### src/rtl/wheel_encoder_cm.sv
// Quadrature wheel-encoder front end: synchronize, glitch-filter and 4x-decode A/B,
// then accumulate signed ticks into a saturating centimetre count with a residual.
module wheel_encoder_cm #(
    parameter int unsigned TICKS_PER_CM  = 20,
    parameter int unsigned FILTER_CYCLES = 4
) (
    input  logic        clk_clk,
    input  logic        reset_reset,
    input  logic        enc_a,
    input  logic        enc_b,
    input  logic        encoderreset,
    output logic [31:0] encoderincm,
    output logic [10:0] sub_cm,
    output logic        dir_fwd,
    output logic        cm_strobe,
    output logic        illegal_err
);

    typedef enum logic [1:0] {
        STEP_NONE,
        STEP_FWD,
        STEP_REV,
        STEP_ILL
    } step_e;

    localparam logic [7:0]  C_LAST    = 8'(FILTER_CYCLES - 1);
    localparam logic [11:0] TICKS_POS = 12'(TICKS_PER_CM);
    localparam logic [11:0] TICKS_NEG = 12'd0 - TICKS_POS;
    localparam logic [31:0] COUNT_MAX = 32'h7FFF_FFFF;
    localparam logic [31:0] COUNT_MIN = 32'h8000_0000;

    logic [1:0]  meta_q, meta_d;
    logic [1:0]  sync_q, sync_d;
    logic [1:0]  f_q, f_d;
    logic [7:0]  c_q, c_d;
    logic [1:0]  p_q, p_d;
    logic [31:0] count_q, count_d;
    logic [10:0] sub_q, sub_d;
    logic        dir_q, dir_d;
    logic        strobe_q, strobe_d;
    logic        illegal_q, illegal_d;

    step_e       step;
    logic [11:0] n;

    // Two-flop synchronizer on the raw pins, {A,B} ordering throughout.
    always_comb begin
        meta_d = {enc_a, enc_b};
        sync_d = meta_q;
    end

    // A new pin value must persist FILTER_CYCLES consecutive samples to be accepted.
    always_comb begin
        f_d = f_q;
        c_d = c_q;
        if (sync_q == f_q) begin
            c_d = '0;
        end else if (c_q == C_LAST) begin
            f_d = sync_q;
            c_d = '0;
        end else begin
            c_d = c_q + 8'd1;
        end
        p_d = f_q;
    end

    always_comb begin
        case ({p_q, f_q})
            4'b0010, 4'b1011, 4'b1101, 4'b0100: step = STEP_FWD;
            4'b1000, 4'b1110, 4'b0111, 4'b0001: step = STEP_REV;
            4'b0011, 4'b1100, 4'b1001, 4'b0110: step = STEP_ILL;
            default:                            step = STEP_NONE;
        endcase
    end

    always_comb begin
        count_d   = count_q;
        sub_d     = sub_q;
        dir_d     = dir_q;
        strobe_d  = 1'b0;
        illegal_d = illegal_q;
        n         = {sub_q[10], sub_q} + ((step == STEP_FWD) ? 12'd1 : 12'hFFF);
        if (encoderreset) begin
            // Clear dominates any step or wrap in the same cycle; direction is kept.
            count_d   = '0;
            sub_d     = '0;
            illegal_d = 1'b0;
        end else if (step == STEP_ILL) begin
            illegal_d = 1'b1;
        end else if (step == STEP_FWD || step == STEP_REV) begin
            dir_d = (step == STEP_FWD);
            if (n == TICKS_POS) begin
                sub_d = '0;
                if (count_q != COUNT_MAX) begin
                    count_d  = count_q + 32'd1;
                    strobe_d = 1'b1;
                end
            end else if (n == TICKS_NEG) begin
                sub_d = '0;
                if (count_q != COUNT_MIN) begin
                    count_d  = count_q - 32'd1;
                    strobe_d = 1'b1;
                end
            end else begin
                sub_d = n[10:0];
            end
        end
    end

    always_ff @(posedge clk_clk or posedge reset_reset) begin
        if (reset_reset) begin
            meta_q    <= '0;
            sync_q    <= '0;
            f_q       <= '0;
            c_q       <= '0;
            p_q       <= '0;
            count_q   <= '0;
            sub_q     <= '0;
            dir_q     <= 1'b1;
            strobe_q  <= 1'b0;
            illegal_q <= 1'b0;
        end else begin
            meta_q    <= meta_d;
            sync_q    <= sync_d;
            f_q       <= f_d;
            c_q       <= c_d;
            p_q       <= p_d;
            count_q   <= count_d;
            sub_q     <= sub_d;
            dir_q     <= dir_d;
            strobe_q  <= strobe_d;
            illegal_q <= illegal_d;
        end
    end

    assign encoderincm = count_q;
    assign sub_cm      = sub_q;
    assign dir_fwd     = dir_q;
    assign cm_strobe   = strobe_q;
    assign illegal_err = illegal_q;

endmodule
### config.mk
export PLATFORM = sky130hd
export DESIGN_NAME = wheel_encoder_cm
export DESIGN_NICKNAME = d
export VERILOG_FILES = /design/src/rtl/wheel_encoder_cm.sv
export SDC_FILE = /design/constraint.sdc
export NUM_CORES = 1
export LEC_CHECK = 0
export CAP_MARGIN = 20
export CORE_MARGIN = 1
export CORE_UTILIZATION = 60
export CTS_CLUSTER_SIZE = 25
export DETAILED_ROUTE_END_ITERATION = 7
export HOLD_SLACK_MARGIN = 0.05
export PLACE_DENSITY = 0.95
export REMOVE_ABC_BUFFERS = 1
export SYNTH_ARGS = -nofsm -noshare
export SYNTH_HDL_FRONTEND = slang
export SYNTH_SLANG_ARGS = --single-unit
### constraint.sdc
create_clock -name clk_clk -period 11.1 [get_ports clk_clk]
set_clock_uncertainty 0.05 [all_clocks]
set_input_delay 2.22 -clock clk_clk [delete_from_list [all_inputs] [get_ports clk_clk]]
set_output_delay 2.22 -clock clk_clk [all_outputs]
set_load 0.01 [all_outputs]
* Word-level counts from Yosys, hierarchy flattened
Memories as Yosys holds them, arrays and structs flattened.
Cells that the tools add are included.
** Storage, ports and cells
- Register bits after elaboration :: 62
- Memory bits (read-only) :: 32
- Input bits :: 5
- Memories :: 1
- Output and inout bits :: 46
** Memories
- (name not given) :: depth 16, width 2, rd ports 1, clocked after Yosys merged registers in 0, wr ports 0, RTL line 68 : case ({p_q, f_q})
** Operators by class
- Equal/unequal tests :: 11
- Mux-type cells :: 24
- Reduce and logical (&&, ||, !) cells :: 9
- Bitwise operators :: 3
- $add $sub $neg :: 4
** Operators with widths (number)
- $mux W32 :: 7
- $mux W11 :: 5
- $add A32 B1 Y32 const B :: 1
- $ne A32 B31 Y1 const B :: 1
- $ne A32 B32 Y1 const B :: 1
- $sub A32 B1 Y32 const B :: 1
- $mux W8 :: 2
- $add A12 B12 Y12 :: 1
- $eq A12 B12 Y1 const B :: 1
- $eq A12 B5 Y1 const B :: 1
- $mux W12 :: 1
- $mux W1 :: 9
- $add A8 B1 Y8 const B :: 1
- $eq A8 B2 Y1 const B :: 1
- $reduce_bool A3 Y1 :: 2
- $reduce_and A5 Y1 :: 1
- $eq A2 B2 Y1 const B :: 2
- $reduce_and A2 Y1 :: 2
- $reduce_bool A2 Y1 :: 2
- $ne A3 B2 Y1 const B :: 1
- $not A1 Y1 :: 3
- $reduce_and A3 Y1 :: 1
- $eq A2 B1 Y1 const B :: 1
- $eq A2 B2 Y1 :: 1
- 2 further kinds :: 2

* Longest topological paths before layout
An unclocked memory read counts as a cell.
- Depth after elaboration :: 10
- Gate-level depth with buffers :: 27
- Depth with buffers taken out :: 25

* Least setup slack after synthesis
OpenSTA, ideal clock, no wires.
- Path type :: register -> register
- Start point :: reg f_q[0]
- End point :: reg count_q[18], in the netlist encoderincm[18]
- Cell stages (with the launch flop) :: 28
- Required time :: 10.929 ns
- Arrival time :: 6.896 ns
- Slack :: 4.033 ns
- Cells stage by stage :: dfrtp_1 -> clkbuf_1 -> nor2_1 -> a21oi_1 -> nor2_1 -> a21oi_1 -> inv_1 -> ha_1 -> inv_1 -> ha_1 -> buf_6 -> a21o_1 -> a221oi_2 -> a21oi_2 -> xor2_1 -> or4_4 -> nor3_1 -> nand3_1 -> ha_1 -> and2_0 -> a221o_1 -> o21ai_0 -> or3b_1 -> a311o_1 -> a31oi_1 -> o21ai_0 -> xor2_1 -> a22o_1
** Between the ends
- Cells in the longest elaborated chain, start to end :: 9
- Elaborated cells between the ends (all ways) :: 19
- Classes of those cells :: 1 x add/sub; 7 x eq/ne; 5 x mux; 5 x reduce/logical; 1 x memory
** RTL lines
- start, declared :: RTL line 34 : logic [1:0] f_q, f_d;
- start signal, assigned :: RTL line 114 : f_q <= '0;
- start signal, assigned :: RTL line 125 : f_q <= f_d;
- $mem_v2 Z16 W2 *
- $eq A2 B1 Y1 :: RTL line 82, 90
- $mux W12 :: RTL line 82 : n = {sub_q[10], sub_q} + ((step == STEP_FWD) ? 12'd1 : 12'hFFF);
- $add A12 B12 Y12 :: RTL line 82
- $eq A12 B5 Y1 :: RTL line 92 : if (n == TICKS_POS) begin
- $mux W32 :: RTL line 92
- $mux W32 :: RTL line 90 : end else if (step == STEP_FWD || step == STEP_REV) begin
- $mux W32 :: RTL line 88 : end else if (step == STEP_ILL) begin
- $mux W32 :: RTL line 83 : if (encoderreset) begin
- end signal, assigned :: RTL line 128 : count_q <= count_d;
- end, declared :: RTL line 37 : logic [31:0] count_q, count_d;
Every way passes the cells marked *; elsewhere a longest branch is shown, timed or not. The select of a mux whose other input is x is not followed.
A chain may end at the register's enable or synchronous reset.

* Worst setup path in the final report
- Start point :: reg f_q[0]
- End point :: reg count_q[31], in the netlist encoderincm[31]
Same word-level chain as after synthesis.

==> flow_summary.toml <==
[global_route]
grt_overflow = 0
track_usage_pct = 28.12
grt_pass1_vias = 3901
grt_pass1_wl_mm = 18.57
antenna_found_initial = 0
grt_start_max_net_pins = 63

[clock_network]
root_buffer = "clkbuf_8"
cts_resized = 0
htree_levels = 3
numClockSinks = 62
cts_made_buffers = 9
holdBufCountCts = 0
cts.clk_slew.worst_paths_ns = 0.08
post-cts-setup-buffers = 0
clockBufferDepth = 2
clk_latency_ns = 0.35
cts_tree = "yes"

[timing]
fin_crit_ns = 6.846
fin_setup_tns_ns = 0
drv_slew = 0
setup_viol = 0
worst_pin_slew_ns = 0.7852
relSlewSlack_pct = 47.46
hold_viol = 0
post-route-period-util_pct = 61.67
clock.fmax_mhz = 146.1
rsz0062_at_grt = "no"

[run_status]
status = "finished, final reports clean"

[synth]
syn_avg_cell_area_sq_um = 9.641
ys_types = 64
ys_ff_latch = 62
ys.flop_type = "dfrtp_1"
synth_cells = 492
synth_edf_count = 0
seq_area_frac_synth_pct = 32.74
ys_warn_count = 0
synth_async_sr_flop_share_pct = 100.0
syn_area_sq_um = 4743

[detailed_routing]
num_vias = 4150
dr.pass1.iters = 4
wl_met1_mm = 4.905
vias_per_cell = 6.365
top_layer = "met4"
wl_met3_um = 622
ant_nets = 0
drt_wl_total_mm = 11.19
wl_met2_mm = 5.427
wl_per_cell_um = 17.17
drt_iter0_drc = 161
route.detailed.drc = 0

[placement]
place_congestion = 0.9708
port-buffer-count = 50
hpwl_mm = 8.003
post_dp_cell_area_sq_um = 5258

[pwr]
vdd_drop_max_mv = 0.1500
power.leakage_nw = 2.588
powerDensity_nw_per_um2 = 219.4

[die]
die_w_um = 90.91
dieArea_sq_um = 8265
io_pins = 51
start_util_pct = 61.70
rows = 32
fp.dieH_um = 90.91
coreArea_sq_um = 7687

[critical_path]
critical-path-max-stage-delay_ns = 0.55
crit_required_ns = 11.30
crit_arrival_ns = 7.04
critPathKind = "reg -> reg"
regToRegSetupSlack_ns = 4.25
endpoint_kind = "flip-flop"
startpoint_type = "flip-flop"
worstSetupStartpoint = "f_q[0]$_DFFE_PP0P_"
slowest_stage = "or4_4"
timing.rr.start = "f_q[0]$_DFFE_PP0P_"
critPathMaxFanout = 38

[job]
max-cap-violations = 0

[finish]
diodes = 0
layout-drive-gt1-share_pct = 6.909
nets = 603
area_delta_synth_final_pct = 14.67
layout_commonest_cell = "dfrtp_1"
final_cell_mix = "61 x dfrtp_1, 51 x ha_1, 50 x clkdlybuf4s50_1, 40 x nor2_1, 38 x a22o_1"
design_area_sq_um = 5439
filler_cell_count = 597

[hold_path]
hp-start = "meta_q[1]$_DFF_PP0_"
worstHoldPathType = "reg -> reg"
area by class of cell:
cell class              count  area, sq um  area share, %
flip-flops and latches     62         1553          28.55
clock buffers               9        123.9          2.277
multi-input cells         405         3002          55.19
clock inverters             7        57.56          1.058
repair buffers             53        523.0          9.616
inverters                  14        52.55         0.9662
well taps                 102        127.6          2.346
layer usage:
| layer | track usage, % | up-vias |
|---|---|---|
| met5 | 0 | - |
| met4 | 10.98 | 0 |
| met3 | 5.219 | 28 |
| met2 | 46.46 | 143 |
| met1 | 36.53 | 2023 |
| li1 | - | 1956 |
worst max-delay path, delay by kind of cell (launching register included):
kind	cells	cell delay (ns)
compound gates	11	2.68
xor+xnor	1	0.18
fa+ha+maj	3	0.92
buf+inv	3	0.70
flops	1	0.50
mux	1	0.29
simple gates	7	1.40
synthesized netlist by cell type (15+ instances only):
library cell / n / area share (%)
ha_1: 51 / 13
nor2_1: 40 / 3.2
nand3_1: 17 / 1.8
xor2_1: 20 / 3.7
o21ai_0: 19 / 2.0
a22o_1: 38 / 7.0
nand2_1: 31 / 2.5
xnor2_1: 25 / 4.6
dfrtp_1: 61 / 32
a21o_1: 15 / 2.4
a21oi_1: 35 / 3.7
final timing paths:
path                            depth (start not counted)                     endpoint
worst max register to register                         26  encoderincm[31]$_DFFE_PP0P_
worst min register to register                          0          sync_q[1]$_DFF_PP0_
worst min-delay path                                    0          sync_q[1]$_DFF_PP0_
worst max-delay path                                   26  encoderincm[31]$_DFFE_PP0P_
min in group asynchronous                               3        sub_cm[1]$_DFFE_PP0P_
max in group asynchronous                               3  encoderincm[25]$_DFFE_PP0P_
state kept, by name, indices dropped and copies added, names as in the netlist:
name / cells
meta_q: 2
encoderincm: 32
cm_strobe: 1
dir_fwd: 1
sync_q: 2
f_q: 2
c_q: 8
sub_cm: 11
p_q: 2
illegal_err: 1
report_power, final:
| group | switching (mW) | leakage (nW) | internal [mW] |
|---|---|---|---|
| logic | 0.425 | 1.66 | 0.287 |
| registers | 0.0358 | 0.832 | 0.260 |
| clock network | 0.102 | 0.0942 | 0.0835 |
| total | 0.562 | 2.59 | 0.631 |
logic make-up after synthesis:
group	synth area share, %
AND/OR/NAND/NOR	16.38
multiplexers	1.714
adder cells (fa/ha/maj)	14.30
XOR/XNOR	8.309
buffers and inverters	3.983
flip-flops	32.74
AO/OA/AOI/OAI	22.58
through the flow:
stage / setup slack (ns) / power (mW) / utilization (%) / instances / hold WS (ns)
after CTS: 4.376 / 1.189 / 70.75 / 652 / 0.3142
after global routing: 3.862 / 1.285 / 70.75 / 652 / 0.3284
after global placement: 4.653 / 0.9634 / 68.39 / 636 / 0.2884
after detailed placement: 4.468 / 0.9954 / 68.39 / 636 / 0.2864
after floorplan: 4.196 / 0.8346 / - / 481 / 0.2812
final: 4.254 / 1.194 / 70.75 / 652 / 0.3073
No activity file was read; power rests on OpenSTA's default activity.
==> edit: new RTL, same settings <==
The output `cm_strobe` loses its register stage (`strobe_q` becomes a continuous assignment).
--- a/src/rtl/wheel_encoder_cm.sv
+++ b/src/rtl/wheel_encoder_cm.sv
@@ -117,7 +117,6 @@
             count_q   <= '0;
             sub_q     <= '0;
             dir_q     <= 1'b1;
-            strobe_q  <= 1'b0;
             illegal_q <= 1'b0;
         end else begin
             meta_q    <= meta_d;
@@ -128,10 +127,11 @@
             count_q   <= count_d;
             sub_q     <= sub_d;
             dir_q     <= dir_d;
-            strobe_q  <= strobe_d;
             illegal_q <= illegal_d;
         end
     end
+
+    assign strobe_q = strobe_d;
 
     assign encoderincm = count_q;
     assign sub_cm      = sub_q;
Check against the original RTL: no difference found for any inputs over 4 cycles, from zero or initial values and one cycle with reset_reset high; that may be too few to reach the edited logic, so the function may still have changed.
==> edit against the original RTL <==
- worst setup slack worse by 840 ps
- sequential share of layout area down 0.57 points
- routed wire length up 3.2%
- global-route usage up 1.1 points
- clock power up 24%
- combinational power up 2%
- via count up 1.1%
- design area up 0.39%
- first-iteration DRC count up 40%
- synthesized area down 0.53%
- sequential cell count down 1
- total power up 4.7%
==> edit: results (changes against the original RTL) <==
- Status: complete, no violations (unchanged)
- Final net count: 602 (was 603)
- Most frequent cells after synthesis: dfrtp_1, ha_1, nor2_1 (unchanged)
- Synth unique cells: 64 (unchanged)
- PostCTS Resize Cnt: 0 (unchanged)
- Worst-skew pair later-pin latency: 350 ps (about the same)
- Largest net degree at the start of global routing: 62 (was 63)
- Setup Buffers After CTS: 0 (unchanged)
- Ys Warns: 0 (unchanged)
- First-pass GRT wire length: 19460 µm (was 18570 µm)
- # diodes: 0 (unchanged)
- Post-Place Worst Slack: 3942 ps (was 4468 ps)
- Avg WL per Cell: 17.83 µm (was 17.17 µm)
- Vias in the first global route: 4101 (was 3901)
- Main synth FF type: dfrtp_1 (unchanged)
- Synth async-reset ratio: 1.000 (unchanged)
- CTS root buf: clkbuf_8 (unchanged)
- HP Class: reg -> reg (unchanged)
- Initial antenna violation count: 0 (unchanged)
- Initial DRC count: 225 (was 161)
- Vias per cell: 6.477 (was 6.365)
- Max reg flops: 32 (unchanged)
- DR pass1 iterations: 5 (was 4)
- CP Max Fanout: 32 (was 38)
- Htree depth: 3 (unchanged)
- Ratio of cells with drive above 1 in the final layout: 0.06922 (was 0.06909)
- Register area share after synthesis: 0.3238 (was 0.3274)
- Slew headroom: 0.4803 (was 0.4746)
- Clk pin slew, worst setup/hold paths: 80 ps (about the same)
- Tot GR Track Use: 0.2919 (was 0.2812)
- Worst EP arrival: 5410 ps (was 7040 ps)
- Final RePlAce weighted congestion: 0.9842 (was 0.9708)
- Total CTS buffers: 9 (unchanged)
- P_leak: 2.593 nW (was 2.588 nW)
- Clk buf depth: 2 (unchanged)
- Worst vdd ir: 0.0001381 V (was 0.0001500 V)
- Cells taking the most area after synthesis: dfrtp_1, ha_1, a22o_1, xnor2_1, a21oi_1 (unchanged)
- Port bufs: 50 (unchanged)
- Final HPWL DP: 8239 µm (was 8003 µm)
-- edit: cell types whose count changed after synthesis --
cell | unedited run | this run
dfrtp_1 | 61 | 60
-- edit: logic make-up after synthesis --
kind of cell	after synthesis	share of synthesized area
compound gates	150	0.2270
xor+xnor	45	0.08353
fa+ha+maj	53	0.1437
buf+inv	25	0.04004
flops	61	0.3238
mux	7	0.01724
simple gates	150	0.1647
-- edit: worst paths after layout --
check	to	depth (start not counted)	startpoint	slack, ps
max in group asynchronous	sub_cm[7]	3	reset_reset	8110
hold / removal	sync_q[1]	0	meta_q[1]	320
min in group asynchronous	sub_cm[1]	3	reset_reset	2370
setup / recovery	cm_strobe	17	f_q[0]	3420
hold reg to reg	sync_q[1]	0	meta_q[1]	320
setup reg to reg	encoderincm[18]	26	f_q[0]	4140
-- edit: cell type report --
cell class / instances / area (µm²)
Clock buffer: 10 / 137.6
Clock inverter: 6 / 93.84
Fill cell: 522 / 1948
Inverter: 14 / 52.55
Multi-Input combinational cell: 405 / 3002
Sequential cell: 61 / 1528
Tap cell: 99 / 123.9
Timing Repair Buffer: 53 / 523.0
-- edit: report_power, final --
part           internal, mW  switching [mW]
combinational         0.287           0.439
sequential            0.257          0.0355
clock                 0.134          0.0965
-- edit: per-stage QoR --
step           cells  area (µm²)
6_report         648        5460
5_1_grt          648        5460
4_1_cts          648        5460
3_5_place_dp     632        5229
3_3_place_gp     632        5229
2_1_floorplan    480        4582
-- edit: metal layers --
metal | vias up | share of wire | GRT usage | wire [µm]
met5 | - | 0 | 0 | 0
met4 | 0 | 0.028 | 0.1237 | 324
met3 | 40 | 0.062 | 0.04714 | 717
met2 | 178 | 0.48 | 0.4684 | 5544
met1 | 2023 | 0.43 | 0.3898 | 4967
li1 | 1956 | - | - | -
-- edit: worst max-delay path: stages, from the launching register on --
cell,delay [ps]
dfrtp_1,500
nor2_1,100
a21oi_1,130
nor2_1,50
a21oi_1,200
inv_1,90
ha_1,200
inv_1,310
ha_1,360
a21o_1,230
a2111oi_0,530
a21oi_1,100
a31oi_1,310
nand2_1,100
or4_1,560
o22ai_2,240
and2_4,420
clkdlybuf4s50_1,610
